`src/rtl/class_score_accumulator_if.sv`:
```
// Stream-in / scores-out bus for the class score accumulator.
// The master side is the term producer together with the downstream argmax consumer.
interface class_score_accumulator_if #(
  parameter int NUM_SIZE    = 26,
  parameter int NUM_CLASSES = 10
);
  logic                            in_valid;
  logic                            in_ready;
  logic [NUM_SIZE-1:0]             in_data;
  logic                            in_last;
  logic                            out_valid;
  logic                            out_ready;
  logic [NUM_SIZE*NUM_CLASSES-1:0] Num;
  logic [3:0]                      class_idx;

  modport master (
    output in_valid, in_data, in_last, out_ready,
    input  in_ready, out_valid, Num, class_idx
  );

  modport slave (
    input  in_valid, in_data, in_last, out_ready,
    output in_ready, out_valid, Num, class_idx
  );
endinterface

```
`src/rtl/class_score_accumulator.sv`:
```
// Sums a class-ordered stream of unsigned terms with saturation into one slot per class.
// The complete score set is presented to the argmax stage with a valid/ready handshake.
module class_score_accumulator #(
  parameter int NUM_SIZE    = 26,
  parameter int NUM_CLASSES = 10
) (
  input  logic                     clk,
  input  logic                     GlobalReset,
  class_score_accumulator_if.slave bus
);

  typedef enum logic {ACCUM = 1'b0, DONE = 1'b1} state_t;

  localparam logic [3:0] LAST_IDX = 4'(NUM_CLASSES - 1);

  state_t              r_state;
  state_t              w_state_next;
  logic [NUM_SIZE-1:0] r_acc;
  logic [3:0]          r_class_idx;

  logic                w_in_ready;
  logic                w_out_valid;
  logic                w_beat;
  logic                w_close;
  logic                w_frame_end;
  logic [NUM_SIZE:0]   w_sum;
  logic [NUM_SIZE-1:0] w_sat;

  // The carry bit doubles as the saturation flag; a saturated acc stays saturated
  // because any further non-zero term carries out again.
  assign w_sum       = {1'b0, r_acc} + {1'b0, bus.in_data};
  assign w_sat       = w_sum[NUM_SIZE] ? {NUM_SIZE{1'b1}} : w_sum[NUM_SIZE-1:0];
  assign w_beat      = bus.in_valid & w_in_ready;
  assign w_close     = w_beat & bus.in_last;
  assign w_frame_end = w_close & (r_class_idx == LAST_IDX);

  always_ff @(posedge clk or negedge GlobalReset) begin
    if (!GlobalReset) begin
      r_state <= ACCUM;
    end else begin
      r_state <= w_state_next;
    end
  end

  always_comb begin
    w_state_next = r_state;
    w_in_ready   = 1'b0;
    w_out_valid  = 1'b0;
    case (r_state)
      ACCUM: begin
        w_in_ready = 1'b1;
        if (w_frame_end) begin
          w_state_next = DONE;
        end
      end
      DONE: begin
        w_out_valid = 1'b1;
        if (bus.out_ready) begin
          w_state_next = ACCUM;
        end
      end
      default: w_state_next = ACCUM;
    endcase
  end

  always_ff @(posedge clk or negedge GlobalReset) begin
    if (!GlobalReset) begin
      r_acc       <= '0;
      r_class_idx <= '0;
    end else if (w_beat) begin
      if (bus.in_last) begin
        r_acc       <= '0;
        r_class_idx <= (r_class_idx == LAST_IDX) ? 4'd0 : r_class_idx + 4'd1;
      end else begin
        r_acc <= w_sat;
      end
    end
  end

  // Each slot register is also the Num field for its class, so Num moves only
  // when that class closes (or on reset).
  generate
    for (genvar gi = 0; gi < NUM_CLASSES; gi++) begin : g_slot
      logic [NUM_SIZE-1:0] r_slot;

      always_ff @(posedge clk or negedge GlobalReset) begin
        if (!GlobalReset) begin
          r_slot <= '0;
        end else if (w_close && (r_class_idx == 4'(gi))) begin
          r_slot <= w_sat;
        end
      end

      assign bus.Num[gi*NUM_SIZE +: NUM_SIZE] = r_slot;
    end
  endgenerate

  assign bus.in_ready  = w_in_ready;
  assign bus.out_valid = w_out_valid;
  assign bus.class_idx = r_class_idx;

endmodule
```
`src/flat_wrapper.sv`:
```
// flat-port wrapper written by rule: the top's interface ports become plain ports
module class_score_accumulator_flat 
#(
  parameter int NUM_SIZE    = 26,
  parameter int NUM_CLASSES = 10
)
  (clk, GlobalReset, bus_in_valid, bus_in_data, bus_in_last, bus_out_ready, bus_in_ready, bus_out_valid, bus_Num, bus_class_idx);
  class_score_accumulator_if #(.NUM_SIZE(NUM_SIZE), .NUM_CLASSES(NUM_CLASSES)) bus_i ();
  input  logic clk;
  input  logic GlobalReset;
  input wire logic [$bits(bus_i.in_valid)-1:0] bus_in_valid;
  input wire logic [$bits(bus_i.in_data)-1:0] bus_in_data;
  input wire logic [$bits(bus_i.in_last)-1:0] bus_in_last;
  input wire logic [$bits(bus_i.out_ready)-1:0] bus_out_ready;
  output wire logic [$bits(bus_i.in_ready)-1:0] bus_in_ready;
  output wire logic [$bits(bus_i.out_valid)-1:0] bus_out_valid;
  output wire logic [$bits(bus_i.Num)-1:0] bus_Num;
  output wire logic [$bits(bus_i.class_idx)-1:0] bus_class_idx;
  assign bus_i.in_valid = bus_in_valid;
  assign bus_i.in_data = bus_in_data;
  assign bus_i.in_last = bus_in_last;
  assign bus_i.out_ready = bus_out_ready;
  assign bus_in_ready = bus_i.in_ready;
  assign bus_out_valid = bus_i.out_valid;
  assign bus_Num = bus_i.Num;
  assign bus_class_idx = bus_i.class_idx;
  class_score_accumulator #(.NUM_SIZE(NUM_SIZE), .NUM_CLASSES(NUM_CLASSES)) u_core (.clk(clk), .GlobalReset(GlobalReset), .bus(bus_i));
endmodule
```
`config.mk`:
```
export PLATFORM = sky130hd
export DESIGN_NAME = class_score_accumulator_flat
export DESIGN_NICKNAME = d
export VERILOG_FILES = /design/src/rtl/class_score_accumulator_if.sv /design/src/rtl/class_score_accumulator.sv /design/src/flat_wrapper.sv
export SDC_FILE = /design/constraint.sdc
export NUM_CORES = 1
export LEC_CHECK = 0
export CORE_MARGIN = 3
export CORE_UTILIZATION = 35
export CTS_CLUSTER_SIZE = 30
export DETAILED_ROUTE_END_ITERATION = 8
export SYNTH_ARGS = -nofsm -noshare
export SYNTH_HDL_FRONTEND = slang
export SYNTH_SLANG_ARGS = --single-unit
```
`constraint.sdc`:
```
create_clock -name clk -period 2.5 [get_ports clk]
set_input_delay 0.625 -clock clk [delete_from_list [all_inputs] [get_ports clk]]
set_output_delay 0.625 -clock clk [all_outputs]
set_load 0.005 [all_outputs]
```
**Word-level counts from Yosys, hierarchy flattened**

Cells that the tools add are included.

- Input bits: 31
- Bits in registers: 291
- Word-level logic and storage cells: 48

- Reductions and logical operators: 12
- Bitwise operators: 4
- Equal/unequal tests: 9
- Add/sub/neg operators: 2
- Multiplexer cells: 8

Operator list:

| kind | number |
|---|---|
| 26-bit two-way mux | 2 |
| 26-bit by 26-bit adder with 27-bit output | 1 |
| 4-bit by 3-bit == test with 1-bit output, second input constant | 4 |
| 1-bit logical AND | 10 |
| 4-bit by 2-bit == test with 1-bit output, second input constant | 2 |
| 4-bit == test, second input constant | 2 |
| 4-bit by 1-bit adder with 4-bit output, second input constant | 1 |
| 4-bit by 1-bit == test with 1-bit output, second input constant | 1 |
| 4-bit logical NOT | 1 |
| 1-bit two-way mux | 4 |
| 4-bit two-way mux | 1 |
| 1-bit bitwise AND | 3 |
| 1-bit case mux with 2 select lines | 1 |
| 2-bit AND reduction | 1 |
| 1-bit NOT | 1 |

**Logic depth before layout (Yosys ltp)**

Gate-level depths: netlist of the first run.

- Word-level depth: 6
- Mapped depth: 11

**Worst setup path before layout of the first run**

OpenSTA, ideal clock, no wires.

- Kind: input to register
- From: in bus_in_data[0]
- To: reg u_core.g_slot[0].r_slot[19]
- Stages on the path: 11
- Setup time: 143 ps
- Arrival: 2781 ps
- Path slack: -423 ps
- Required time: 2357 ps
- Path buffers: 2
- Path through: ha_1 fa_1 a211oi_1 o21a_1 o31a_1 o21a_1 o21ai_2 buf_4 a21oi_1 buf_2 a31oi_1

- Word-level cells in the longest chain between the ends: 2

RTL lines:

| what | line | source |
|---|---|---|
| start: declaration | flat_wrapper.sv:12 | `input wire logic [$bits(bus_i.in_data)-1:0] bus_in_data;` |
| 26-bit by 26-bit adder with 27-bit output | class_score_accumulator.sv:31 | `assign w_sum = {1'b0, r_acc} + {1'b0, bus.in_data};` |
| 26-bit two-way mux | class_score_accumulator.sv:32 | `assign w_sat = w_sum[NUM_SIZE] ? {NUM_SIZE{1'b1}} : w_sum[NUM_SIZE-1:0];` |
| end signal: assignment | class_score_accumulator.sv:90 | `r_slot <= w_sat;` |
| end: declaration | class_score_accumulator.sv:84 | `logic [NUM_SIZE-1:0] r_slot;` |

Every way passes these cells.
A chain may end at the register's enable or synchronous reset.

**Worst setup path in the final report of the first run**

- From: in bus_in_data[15]
- To: reg u_core.g_slot[6].r_slot[25]

- Word-level cells in the longest chain between the ends: 2

RTL lines:

| what | line |
|---|---|
| 26-bit by 26-bit adder with 27-bit output | class_score_accumulator.sv:31 |
| 26-bit two-way mux | class_score_accumulator.sv:32 |
| end signal: assignment | class_score_accumulator.sv:90 |
| end: declaration | class_score_accumulator.sv:84 |

Every way passes these cells.

==> out/qor.txt, run 1 <==
outcome: finished with violations
failing checks: negative setup slack
GRT Total Usage: 22.8%
via count: 10,600
Max-Cap Viols: 0
most common cell after layout, fill and taps aside: dfrtp_1
worst skew pair latency: 0.51 ns
placed inst area: 16,900 µm²
antenna viol nets, final: 0
worst vdd ir: 791 µV
fillers: 2,824
largest net degree at the start of global routing: 56
Sink Count: 291
# DRC: 0
worst-path cell chain: clkdlybuf4s50_1 > ha_4 > nand2_1 > or3_4 > o21a_4 > o21ai_4 > clkbuf_16 > o21ba_4 > buf_12 > a21oi_2
Iter 0 DRT Violations: 589
HP Class: in -> async
mean post-synth cell area: 9.70 µm²
area delta synth->final: 64.0%
R2R Setup Slk: -0.08 ns
Pre-Repair DR Iteration Count: 5
slowest cell on the critical path: clkdlybuf4s50_1
share of post-route cells with drive strength above 1: 29.4%
vias in the first global route: 10,300
Critical Path Start: bus_in_data[15]
CP Max Fanout: 7
Register Area: 7280 µm²
critical path startpoint category: primary input
row count: 66
setup violators final: 174
Util after Layout: 59.2%
Post-DP HPWL: 29,800 µm
setup ws final: -0.0901 ns
Final Slew Violations: 0
Mapped Cells: 1,228
CP required: 2.93 ns
RSZ-0062 raised after global routing: true
slowest cell delay on critical path: 0.46 ns
Final #Nets: 1,705
Finished Cell Area: 19,500 µm²
multi-input logic area: 5500 µm²
WP data arrival: 3.02 ns
Clock Tree Buf Depth: 3
Max-slew headroom: 71.7%
Routed WL: 42,800 µm
number of port buffers: 296
RePlAce Congestion: 0.857
synth unique cells: 43
Seq/Total Area, Yosys: 61.1%
Worst Setup End Kind: flip-flop
clk slew on worst S/H paths: 0.06 ns
Initial Util: 36.1%
wire per inst: 20.3 µm
Mapped Area: 11,900 µm²
Leak: 8.47 nW
#FFs+latches synth: 291
fmax: 386 MHz
Final min period: 2.59 ns
yosys warns: 0
reg2reg path depth: 12
DR vias/cell: 5.03
core area: 33,000 µm²
clk_skew: 0.0173 ns
clock buffer count from CTS: 34
most frequent cells in the layout: dfrtp_1, clkdlybuf4s50_1, nand2_1, nor2_1, buf_4
pwr dens: 1630 nW/µm²
CTS root buffer: clkbuf_16
die width: 190 µm
initial antenna violation count: 0
critical path class: in -> reg
Antenna Diode Count: 0
height of the die: 190 µm
Hold Fails Final Rpt: 0
cts hold-fix bufs: 0
Die Area: 36,300 µm²
reg2reg end: u_core.g_slot[8].r_slot[19]
final worst path period share: 104%
Slew @ Worst Pin: 0.423 ns
I/O pin total: 297
grt ovf: 0
# H-tree levels: 2
first-pass GRT wire length: 63,500 µm
synthesized net count: 1,286
reg2reg start: u_core.r_acc[0]
CTS tree: built
## cells by family after synthesis
kind of cell,Yosys count,share of synthesized area [%]
DFF,291,61.1
AOI/OAI and AO/OA,389,17.2
muxes,6,0.504
adders and majority gates,27,2.90
xor gates and xnor gates,18,1.32
buffers and inverters,103,3.53
and+or+nand+nor,394,13.5
## worst max path at each step
stage | endpoint | slack [ns]
6_report | u_core.g_slot[6].r_slot[25] | -0.09
5_1_grt | u_core.g_slot[0].r_slot[19] | -0.22
4_1_cts | u_core.g_slot[0].r_slot[19] | -0.12
3_5_place_dp | u_core.r_acc[14] | -0.92
3_3_place_gp | u_core.g_slot[7].r_slot[14] | -0.91
2_1_floorplan | u_core.g_slot[9].r_slot[2] | -0.17
## routing by layer
metal  vias to the layer above  global-route usage (%)  routed length, µm
li1                       5049                       -                  -
met1                      5211                    30.8              19100
met2                       295                    38.0              20400
met3                        64                    4.17               2280
met4                         0                    5.96               1060
met5                         -                       0                  0
## through the flow
step                      worst slack [ns]  power (mW)  hold slack, ns  TNS (ns)  std cells
after global placement              -0.914        23.4           0.463   -212.45       2024
after detailed placement            -0.918        23.6           0.469   -218.86       2024
after global routing                -0.222        33.8          0.0333    -35.84       2113
after CTS                           -0.117        30.5          0.0204    -10.85       2104
final                              -0.0901        31.9          0.0251     -7.10       2113
after floorplan                     -0.170        14.2           0.329    -29.56       1228
## power breakdown
| part | switching (mW) | leakage [nW] | internal, mW |
|---|---|---|---|
| registers | 1.54 | 3.58 | 6.96 |
| clock network | 1.96 | 0.590 | 3.26 |
| logic | 8.73 | 4.30 | 9.46 |
| total | 12.2 | 8.47 | 19.7 |
## cell usage after synthesis
cell type  count  area (µm²)
dfrtp_1      291        7280
nand2_1      204         766
a21oi_1      149         746
o21ai_1      146         731
nor2_1       141         529
clkbuf_1      72         270
o21ai_0       57         285
ha_1          26         325
buf_2         21         105
xor2_1        11        96.3
nand2b_1       8        50.1
nand4_1        8        50.1
inv_1          7        26.3
xnor2_1        7        61.3
a31oi_1        6        37.5
mux2i_1        6        60.1
nand3_1        5        25.0
nor2b_1        5        31.3
nor3_1         5        25.0
o211ai_1       5        37.5
o21a_1         5        37.5
o21bai_1       5        37.5
or3_1          4        25.0
a211oi_1       3        22.5
a21o_1         3        22.5
and2_1         3        18.8
nor4_1         3        18.8
o31a_1         3        26.3
buf_4          2        15.0
nand3b_1       2        15.0
nor3b_1        2        15.0
o31ai_1        2        15.0
a221oi_1       1        8.76
a311oi_1       1        8.76
and3_1         1        6.26
and4_1         1        8.76
buf_1          1        3.75
fa_1           1        20.0
nor3b_2        1        12.5
o21ai_2        1        8.76
o21ba_2        1        10.0
o221ai_1       1        8.76
or2_2          1        6.26
## final cells by class
cell class | count | area share (%)
clock buffers | 50 | 5.23
clock inverters | 10 | 0.884
inverters | 7 | 0.134
multi-input cells | 834 | 28.1
flip-flops and latches | 291 | 37.3
well taps | 442 | 2.83
repair buffers | 479 | 25.5
## flip-flops by register name, indices dropped and copies added (netlist names)
name                  flops
u_core.r_acc             26
u_core.bus.class_idx      4
u_core.g_slot.r_slot    260
u_core.r_state            1
## critical path, delay by kind of cell
family	cells	cell delay, ns
compound gates	4	0.78
fa+ha+maj	1	0.31
buf+inv	3	0.84
simple gates	2	0.46
## timing repair
action / 4_1_cts / 5_1_grt
endpoints found under the setup margin: 286 / 286
pin swaps: 26 / 94
buffers inserted: 16 / 7
resized for setup: 108 / 171
gates cloned: 5 / 4
endpoints found under the hold margin: 0 / 0
Note: power is estimated with default switching activity, not from simulation.
==> run 2: changes to the inputs <==
Settings changed: CELL_PAD_IN_SITES_DETAIL_PLACEMENT set to 0, CELL_PAD_IN_SITES_GLOBAL_PLACEMENT set to 2, CORE_UTILIZATION 35 to 27, PLACE_DENSITY_LB_ADDON set to 0.1, TNS_END_PERCENT set to 1.
==> out/qor.txt, run 2 (same netlist as run 1, synthesis figures left out) <==
outcome: finished with violations
failing checks: negative setup slack
Max-Cap Viols: 0
DR vias/cell: 4.53
# H-tree levels: 2
CTS root buffer: clkbuf_16
Clk pwr share: 19.7%
Seq pwr share: 28.8%
die width: 216 µm
largest net degree at the start of global routing: 53
Sw Pwr: 10.7 mW
Final #Nets: 1,693
clk slew on worst S/H paths: 0.06 ns
Leak: 8.18 nW
Pre-Repair DR Iteration Count: 5
Worst Setup End Kind: flip-flop
WP data arrival: 3.14 ns
worst vdd ir: 623 µV
CP required: 2.91 ns
most frequent cells in the layout: clkdlybuf4s50_1, dfrtp_1, nand2_1, o21ai_1, a21oi_1
height of the die: 216 µm
Routed WL: 44,700 µm
vias in the first global route: 10,400
Final min period: 2.72 ns
wire per inst: 19.9 µm
RePlAce Congestion: 0.841
fmax: 367 MHz
critical path class: in -> reg
Post-DP HPWL: 32,500 µm
pwr dens: 1570 nW/µm²
number of port buffers: 296
Slew @ Worst Pin: 0.450 ns
area delta synth->final: 55.4%
row count: 76
Internal: 18.4 mW
critical path startpoint category: primary input
Finished Cell Area: 18,500 µm²
HP Class: reg -> reg
clock buffer count from CTS: 37
Sink Count: 291
DP Cell Count: 2,175
Power Total: 29.0 mW
setup violators final: 286
GRT Total Usage: 19.2%
first-pass GRT wire length: 68,400 µm
core area: 43,400 µm²
antenna viol nets, final: 0
share of post-route cells with drive strength above 1: 17.2%
fillers: 4,340
Max-slew headroom: 69.7%
Top reg by flops: u_core.g_slot.r_slot
CP Max Fanout: 6
max FFs per register: 260
placed inst area: 16,900 µm²
final non-filler cell total: 2,244
Hold Fails Final Rpt: 0
worst skew pair latency: 0.54 ns
Die Area: 46,700 µm²
most common cell after layout, fill and taps aside: clkdlybuf4s50_1
# DRC: 0
CTS tree: built
clk_skew: 0.0159 ns
grt ovf: 0
combinational share of power: 51.5%
Iter 0 DRT Violations: 556
via count: 10,200
Clock Tree Buf Depth: 3
Worst Hold Margin: 0.478 ns
final worst path period share: 109%
setup ws final: -0.225 ns
initial antenna violation count: 0
RSZ-0062 raised after global routing: true
Util after Layout: 42.7%
Antenna Diode Count: 0
Initial Util: 27.5%
R2R Setup Slk: -0.19 ns
I/O pin total: 297
Final Slew Violations: 0
Net Sw Frac: 36.7%
-- run 2: metal layers --
layer	global-route usage (%)	vias to the layer above	wire, µm
li1	-	5012	-
met1	25.6	4861	20200
met2	31.0	243	20700
met3	5.29	45	2960
met4	4.86	0	803
met5	0	-	0
-- run 2: timing repair --
action,4_1_cts,5_1_grt
pin swaps,9,8
hold endpoints to repair,25,0
buffers inserted,3,1
setup endpoints to repair,286,286
hold buffers,1,0
resized for setup,41,29
cloned,1,0
-- run 2: final timing paths --
| path | start | to | cells after the start |
|---|---|---|---|
| setup / recovery | bus_in_data[13] | u_core.g_slot[9].r_slot[20] | 11 |
| hold / removal | u_core.g_slot[2].r_slot[2] | u_core.g_slot[2].r_slot[2] | 2 |
| setup reg to reg | u_core.r_acc[0] | u_core.g_slot[9].r_slot[20] | 10 |
| hold reg to reg | u_core.g_slot[2].r_slot[2] | u_core.g_slot[2].r_slot[2] | 2 |
| max in group asynchronous | GlobalReset | u_core.g_slot[5].r_slot[23] | 3 |
| min in group asynchronous | GlobalReset | u_core.g_slot[0].r_slot[1] | 2 |
-- run 2: critical path: stages --
cell	delay, ns
clkdlybuf4s50_1	0.45
ha_1	0.37
a21oi_1	0.19
o21ai_0	0.18
a21oi_1	0.26
o21a_1	0.20
o21ai_2	0.10
buf_4	0.20
a31oi_4	0.26
buf_6	0.20
a21oi_1	0.09
-- run 2: layout make-up --
| cell class | count | area [µm²] | share of cell area (%) |
|---|---|---|---|
| tap | 585 | 732 | 3.95 |
| clock buffer | 46 | 1050 | 5.68 |
| inverter | 7 | 26.3 | 0.142 |
| multi-input combinational | 834 | 4500 | 24.3 |
| timing repair buffer | 464 | 4670 | 25.2 |
| sequential | 291 | 7280 | 39.3 |
| clock inverter | 17 | 258 | 1.39 |
-- run 2: power by group through the flow --
| stage | Clock (mW) | Combinational, mW | Sequential (mW) |
|---|---|---|---|
| 5_1_grt | 6.10 | 16.3 | 8.69 |
| 3_3_place_gp | 0 | 14.5 | 8.40 |
| 2_1_floorplan | 0 | 5.04 | 8.32 |
| 3_5_place_dp | 0 | 14.5 | 8.43 |
| 6_report | 5.71 | 14.9 | 8.36 |
| 4_1_cts | 5.92 | 15.0 | 8.39 |
-- run 2: stage by stage --
step / setup WS (ns) / setup TNS [ns]
after floorplan: -0.181 / -39.71
after global placement: -0.936 / -231.37
after detailed placement: -0.921 / -237.18
after CTS: -0.185 / -21.98
after global routing: -0.318 / -51.15
final: -0.225 / -24.94
==> run 3: changes to the inputs <==
Settings changed: MAX_ROUTING_LAYER set to met4.
==> out/qor.txt, run 3 (same netlist as run 1, synthesis figures left out) <==
placed inst area: 16,900 µm²
CP required: 2.91 ns
grt ovf: 0
outcome: finished with violations
height of the die: 216 µm
Iter 0 DRT Violations: 547
DR vias/cell: 4.55
Max-slew headroom: 71.0%
Crit path max-delay family: compound AO/OA/AOI/OAI gates
# H-tree levels: 2
final worst path period share: 109%
Top reg by flops: u_core.g_slot.r_slot
reg2reg start: u_core.r_acc[0]
share of post-route cells with drive strength above 1: 17.2%
wire per inst: 19.9 µm
core area: 43,400 µm²
setup ws final: -0.228 ns
reg2reg end: u_core.g_slot[9].r_slot[20]
Max-Cap Viols: 0
DP Cell Count: 2,175
CP Depth: 11
critical path buffer and inverter count: 3
Final #Nets: 1,693
WP data arrival: 3.14 ns
I/O pin total: 297
Die Area: 46,700 µm²
vias in the first global route: 10,500
Final min period: 2.73 ns
die width: 216 µm
R2R Setup Slk: -0.19 ns
max FFs per register: 260
largest net degree at the start of global routing: 53
clock buffer count from CTS: 37
setup violators final: 286
Antenna Diode Count: 0
failing checks: negative setup slack
GRT Total Usage: 19.8%
Clock Tree Buf Depth: 3
Sink Count: 291
final non-filler cell total: 2,244
Hold EP: u_core.g_slot[2].r_slot[2]
worst vdd ir: 623 µV
Finished Cell Area: 18,500 µm²
antenna viol nets, final: 0
clk_skew: 0.0173 ns
Slew @ Worst Pin: 0.431 ns
most common cell after layout, fill and taps aside: clkdlybuf4s50_1
worst-path cell chain: clkdlybuf4s50_1 > ha_1 > a21oi_1 > o21ai_0 > a21oi_1 > o21a_1 > o21ai_2 > buf_4 > a31oi_4 > buf_6 > a21oi_1
reg2reg path depth: 10
Post-DP HPWL: 32,500 µm
slowest cell delay on critical path: 0.46 ns
Final Slew Violations: 0
critical path startpoint category: primary input
Worst Setup End Kind: flip-flop
CP most frequent cell: a21oi_1
fillers: 4,341
CTS tree: built
HP Class: reg -> reg
Routed WL: 44,800 µm
Initial Util: 27.5%
hold path startpoint: u_core.g_slot[2].r_slot[2]
worst skew pair latency: 0.54 ns
Hold Fails Final Rpt: 0
first-pass GRT wire length: 68,400 µm
RePlAce Congestion: 0.854
critical path class: in -> reg
fmax: 367 MHz
RSZ-0062 raised after global routing: true
slowest cell on the critical path: clkdlybuf4s50_1
Leak: 8.18 nW
number of port buffers: 296
CP Max Fanout: 6
# DRC: 0
initial antenna violation count: 0
Pre-Repair DR Iteration Count: 4
area delta synth->final: 55.4%
CTS root buffer: clkbuf_16
via count: 10,200
pwr dens: 1570 nW/µm²
row count: 76
worst hold path cell count: 2
clk slew on worst S/H paths: 0.06 ns
most frequent cells in the layout: clkdlybuf4s50_1, dfrtp_1, nand2_1, o21ai_1, a21oi_1
[run 3: cell types whose count changed in the layout (fill, tap and decap cells not counted)]
cell     before  now
o21ai_0      47   46
o21ai_1     156  157
nor2_1      125  126
nor2_2       14   13
[run 3: worst max path at each step]
stage	start	to	slack, ns
2_1_floorplan	bus_in_data[0]	u_core.g_slot[9].r_slot[23]	-0.18
3_5_place_dp	bus_in_data[0]	u_core.g_slot[1].r_slot[14]	-0.92
3_3_place_gp	bus_in_data[0]	u_core.g_slot[4].r_slot[14]	-0.94
5_1_grt	u_core.r_acc[0]	u_core.g_slot[3].r_slot[20]	-0.32
4_1_cts	u_core.r_acc[0]	u_core.r_acc[20]	-0.19
6_report	bus_in_data[13]	u_core.g_slot[9].r_slot[20]	-0.23
[run 3: what timing repair did]
action	CTS	global route
gates resized for setup	41	29
hold buffers	1	0
hold endpoints to repair	25	0
pin swaps	9	9
gates cloned	1	0
buffers inserted	3	1
endpoints found under the setup margin	286	286
[run 3: layer usage]
| layer | part of all wire (%) | track usage [%] | routed length [µm] | vias up |
|---|---|---|---|---|
| met2 | 47 | 31.0 | 20800 | 252 |
| met3 | 6.8 | 5.22 | 3020 | 48 |
| li1 | - | - | - | 5008 |
| met5 | 0 | - | 0 | - |
| met1 | 45 | 25.7 | 20100 | 4910 |
| met4 | 1.7 | 4.86 | 758 | 0 |
[run 3: metrics by stage]
step	setup TNS [ns]	worst slack, ns	power [mW]	hold WS, ns	utilization, %
2_1_floorplan	-39.71	-0.181	13.4	0.329	-
3_3_place_gp	-231.37	-0.936	22.9	0.465	39.0
3_5_place_dp	-237.18	-0.921	23.0	0.474	39.0
4_1_cts	-21.98	-0.185	29.3	0.486	42.4
5_1_grt	-50.77	-0.318	31.1	0.498	42.7
6_report	-26.35	-0.228	29.0	0.477	42.7
[run 3: worst reg2reg max path, cell delays in order (launching register included)]
cell,delay [ns]
dfrtp_1,0.40
ha_4,0.17
fa_2,0.35
a211oi_2,0.28
o211ai_1,0.16
nand4_1,0.20
nand2_2,0.09
or3_4,0.34
a31oi_4,0.28
buf_6,0.20
a21oi_1,0.09
[run 3: cell type report]
type | instances | area [µm²] | area share [%]
multi-input cells | 834 | 4490 | 24.3
flip-flops and latches | 291 | 7280 | 39.3
clock inverters | 17 | 258 | 1.39
well taps | 585 | 732 | 3.95
repair buffers | 464 | 4670 | 25.2
clock buffers | 46 | 1050 | 5.68
inverters | 7 | 26.3 | 0.142
[run 3: where the power goes]
group          switching (mW)  internal (mW)  leakage (nW)  total, mW
registers                1.40           6.96          3.58       8.36
clock network            2.13           3.60         0.640       5.73
logic                    7.13           7.79          3.96       14.9
==> variant: new RTL, settings of run 2 <==
`NUM_SIZE` is set to 26 in 3 places; all go to 52.
--- a/src/rtl/class_score_accumulator_if.sv
+++ b/src/rtl/class_score_accumulator_if.sv
@@ -2,5 +2,5 @@
 // The master side is the term producer together with the downstream argmax consumer.
 interface class_score_accumulator_if #(
-  parameter int NUM_SIZE    = 26,
+  parameter int NUM_SIZE    = 52,
   parameter int NUM_CLASSES = 10
 );
--- a/src/rtl/class_score_accumulator.sv
+++ b/src/rtl/class_score_accumulator.sv
@@ -2,5 +2,5 @@
 // The complete score set is presented to the argmax stage with a valid/ready handshake.
 module class_score_accumulator #(
-  parameter int NUM_SIZE    = 26,
+  parameter int NUM_SIZE    = 52,
   parameter int NUM_CLASSES = 10
 ) (
--- a/src/flat_wrapper.sv
+++ b/src/flat_wrapper.sv
@@ -2,5 +2,5 @@
 module class_score_accumulator_flat 
 #(
-  parameter int NUM_SIZE    = 26,
+  parameter int NUM_SIZE    = 52,
   parameter int NUM_CLASSES = 10
 )
Ports: changed (resized bus_Num and bus_in_data); port bits go from 297 to 583. No check against the original RTL was run, so the function may have changed too.
==> variant against run 2 <==
- the run still ends with setup timing left
- worst hold slack got worse by 3.8 ps
- non-clock buffer count increased by 558
- highest routed layer is now met5
- clock skew increased by 12 ps
- fmax decreased by 22%
- critical path depth increased by 7
- setup slack got worse by 750 ps
- design area increased by 110%
- core utilization increased by 0.70 points
- routed wire length increased by 140%
- power increased by 110%
- sequential cell count increased by 286
- cell count increased by 100%
- synthesized cell count increased by 100%
- area after synthesis increased by 100%
==> variant: results <==
export IMPL_seq_area_frac_synth_pct=59.3
export IMPL_gp_congestion=0.839
export IMPL_synth_area_top_cells="dfrtp_1 (59%), nand2_1 (5.5%), a21oi_1 (5.4%), o21ai_0 (5.4%), nor2_1 (5.2%)"
export IMPL_critPathMaxFanout=3
export IMPL_power_switching_mw=25.0
export IMPL_synthArstFlopShare_pct=100
export IMPL_finalSetupViolations=572
export IMPL_synth_nets=2561
export IMPL_yosys_warnings=0
export IMPL_largest_reg_flops=520
export IMPL_insertion_delay_ps=610
export IMPL_ys_types=78
export IMPL_outcome="complete, but fails checks"
export IMPL_synth_commonest_cells="dfrtp_1 (577), nand2_1 (356), nor2_1 (335)"
export IMPL_numCtsBuffers=69
export IMPL_grt_total_usage_pct=22.6
export IMPL_grt_pass1_vias=21800
export IMPL_h_tree_depth=3
export IMPL_worst_slack_ps=-975
export IMPL_detail_route_wl_per_cell_um=23.7
export IMPL_hpwl_um=80600
export IMPL_port_buffer_count=582
export IMPL_ir_drop_mv=0.892
export IMPL_drt_pass1_iterations=5
export IMPL_route_detailed_drc=0
export IMPL_vias_per_cell=4.65
export IMPL_nFillCells=8559
export IMPL_clock_path_buffers=3
export IMPL_drive_gt1_share_pct=24.1
export IMPL_critPathArrivalTime_ps=3980
export IMPL_drtIter0Drc=1166
export IMPL_nNetsFinal=3451
export IMPL_antenna_found_initial=9
export IMPL_worstMarginPinSlew_ps=515
export IMPL_leakage_nw=17.0
export IMPL_fin_tns_setup_ps=-403130
export IMPL_post_place_ws_ps=-2020
export IMPL_grt_start_max_net_pins=83
export IMPL_violations="setup timing"
export IMPL_grt_pass1_wl_um=156000
export IMPL_fin_skew_ps=27.8
[variant: logic make-up (layout without fill, tap and decap cells)]
family / Yosys count / in the layout / synth area share (%)
adders and majority gates: 53 / 53 / 2.75
other: 0 / 5 / 0
muxes: 21 / 21 / 0.966
and+or+nand+nor: 782 / 782 / 13.0
xor gates and xnor gates: 41 / 41 / 1.47
DFF: 577 / 577 / 59.3
AOI/OAI and AO/OA: 754 / 754 / 18.3
buffers and inverters: 223 / 1162 / 4.14
[variant: path summary, 6_finish.rpt]
path                                             start                           to  slack, ps  cells past startpoint
setup / recovery                        bus_in_data[2]             u_core.r_acc[46]       -980                     18
min in group asynchronous                  GlobalReset   u_core.g_slot[6].r_slot[6]        550                      2
hold reg to reg            u_core.g_slot[3].r_slot[20]  u_core.g_slot[3].r_slot[20]        470                      2
hold / removal             u_core.g_slot[3].r_slot[20]  u_core.g_slot[3].r_slot[20]        470                      2
setup reg to reg                       u_core.r_acc[0]  u_core.g_slot[1].r_slot[29]       -940                     16
max in group asynchronous                  GlobalReset  u_core.g_slot[2].r_slot[43]       1060                      4
[variant: layout make-up]
cell class	instances	share of cell area, %
Clock buffer	99	5.16
Multi-Input combinational cell	1651	26.2
Tap cell	1165	3.78
Antenna cell	5	0.0324
Clock inverter	21	0.571
Sequential cell	577	37.4
Inverter	20	0.195
Timing Repair Buffer	1022	26.6
[variant: timing repair]
| action | in CTS | in global routing |
|---|---|---|
| endpoints found under the setup margin | 573 | 573 |
| pin swaps | 78 | 55 |
| resized for setup | 233 | 138 |
| setup buffers | 15 | 16 |
| cloned | 2 | 1 |
| hold endpoints to repair | 33 | 0 |
| hold buffers | 1 | 0 |
[variant: per-layer routing]
layer  global-route usage [%]  routed length, um  up-vias
li1                         -                  -    10100
met3                     6.24               7110      122
met5                        0                 17        -
met2                     39.0              53000      576
met1                     27.9              45600    10400
met4                     5.62               2530        2
[variant: metrics by stage]
step	power [mW]	area (sq um)	std cells
floorplan	27.1	24400	2451
global route	65.9	38600	4555
global placement	49.3	34900	4402
CTS	62.2	38100	4540
finish	62.2	38600	4560
detailed placement	49.6	34900	4402
[variant: worst max-delay path, stage by stage]
cell and delay [ps]:
clkdlybuf4s50_1 450, ha_4 300, buf_4 110, a21oi_4 60
o2111ai_4 230, a211oi_4 110, buf_6 140, o41ai_4 290
buf_12 150, nor4_4 40, buf_4 140, o41ai_4 390
a21boi_2 120, xnor2_2 290, nor2_4 80, buf_12 140
buf_4 130, o31ai_1 180
[variant: power by group through the flow]
stage          Clock [mW]  Combinational [mW]  Sequential, mW
6_report             9.91                35.8            16.5
5_1_grt              10.6                38.3            17.0
4_1_cts              10.2                35.5            16.5
3_5_place_dp            0                33.1            16.5
3_3_place_gp            0                32.9            16.4
2_1_floorplan           0                11.0            16.1
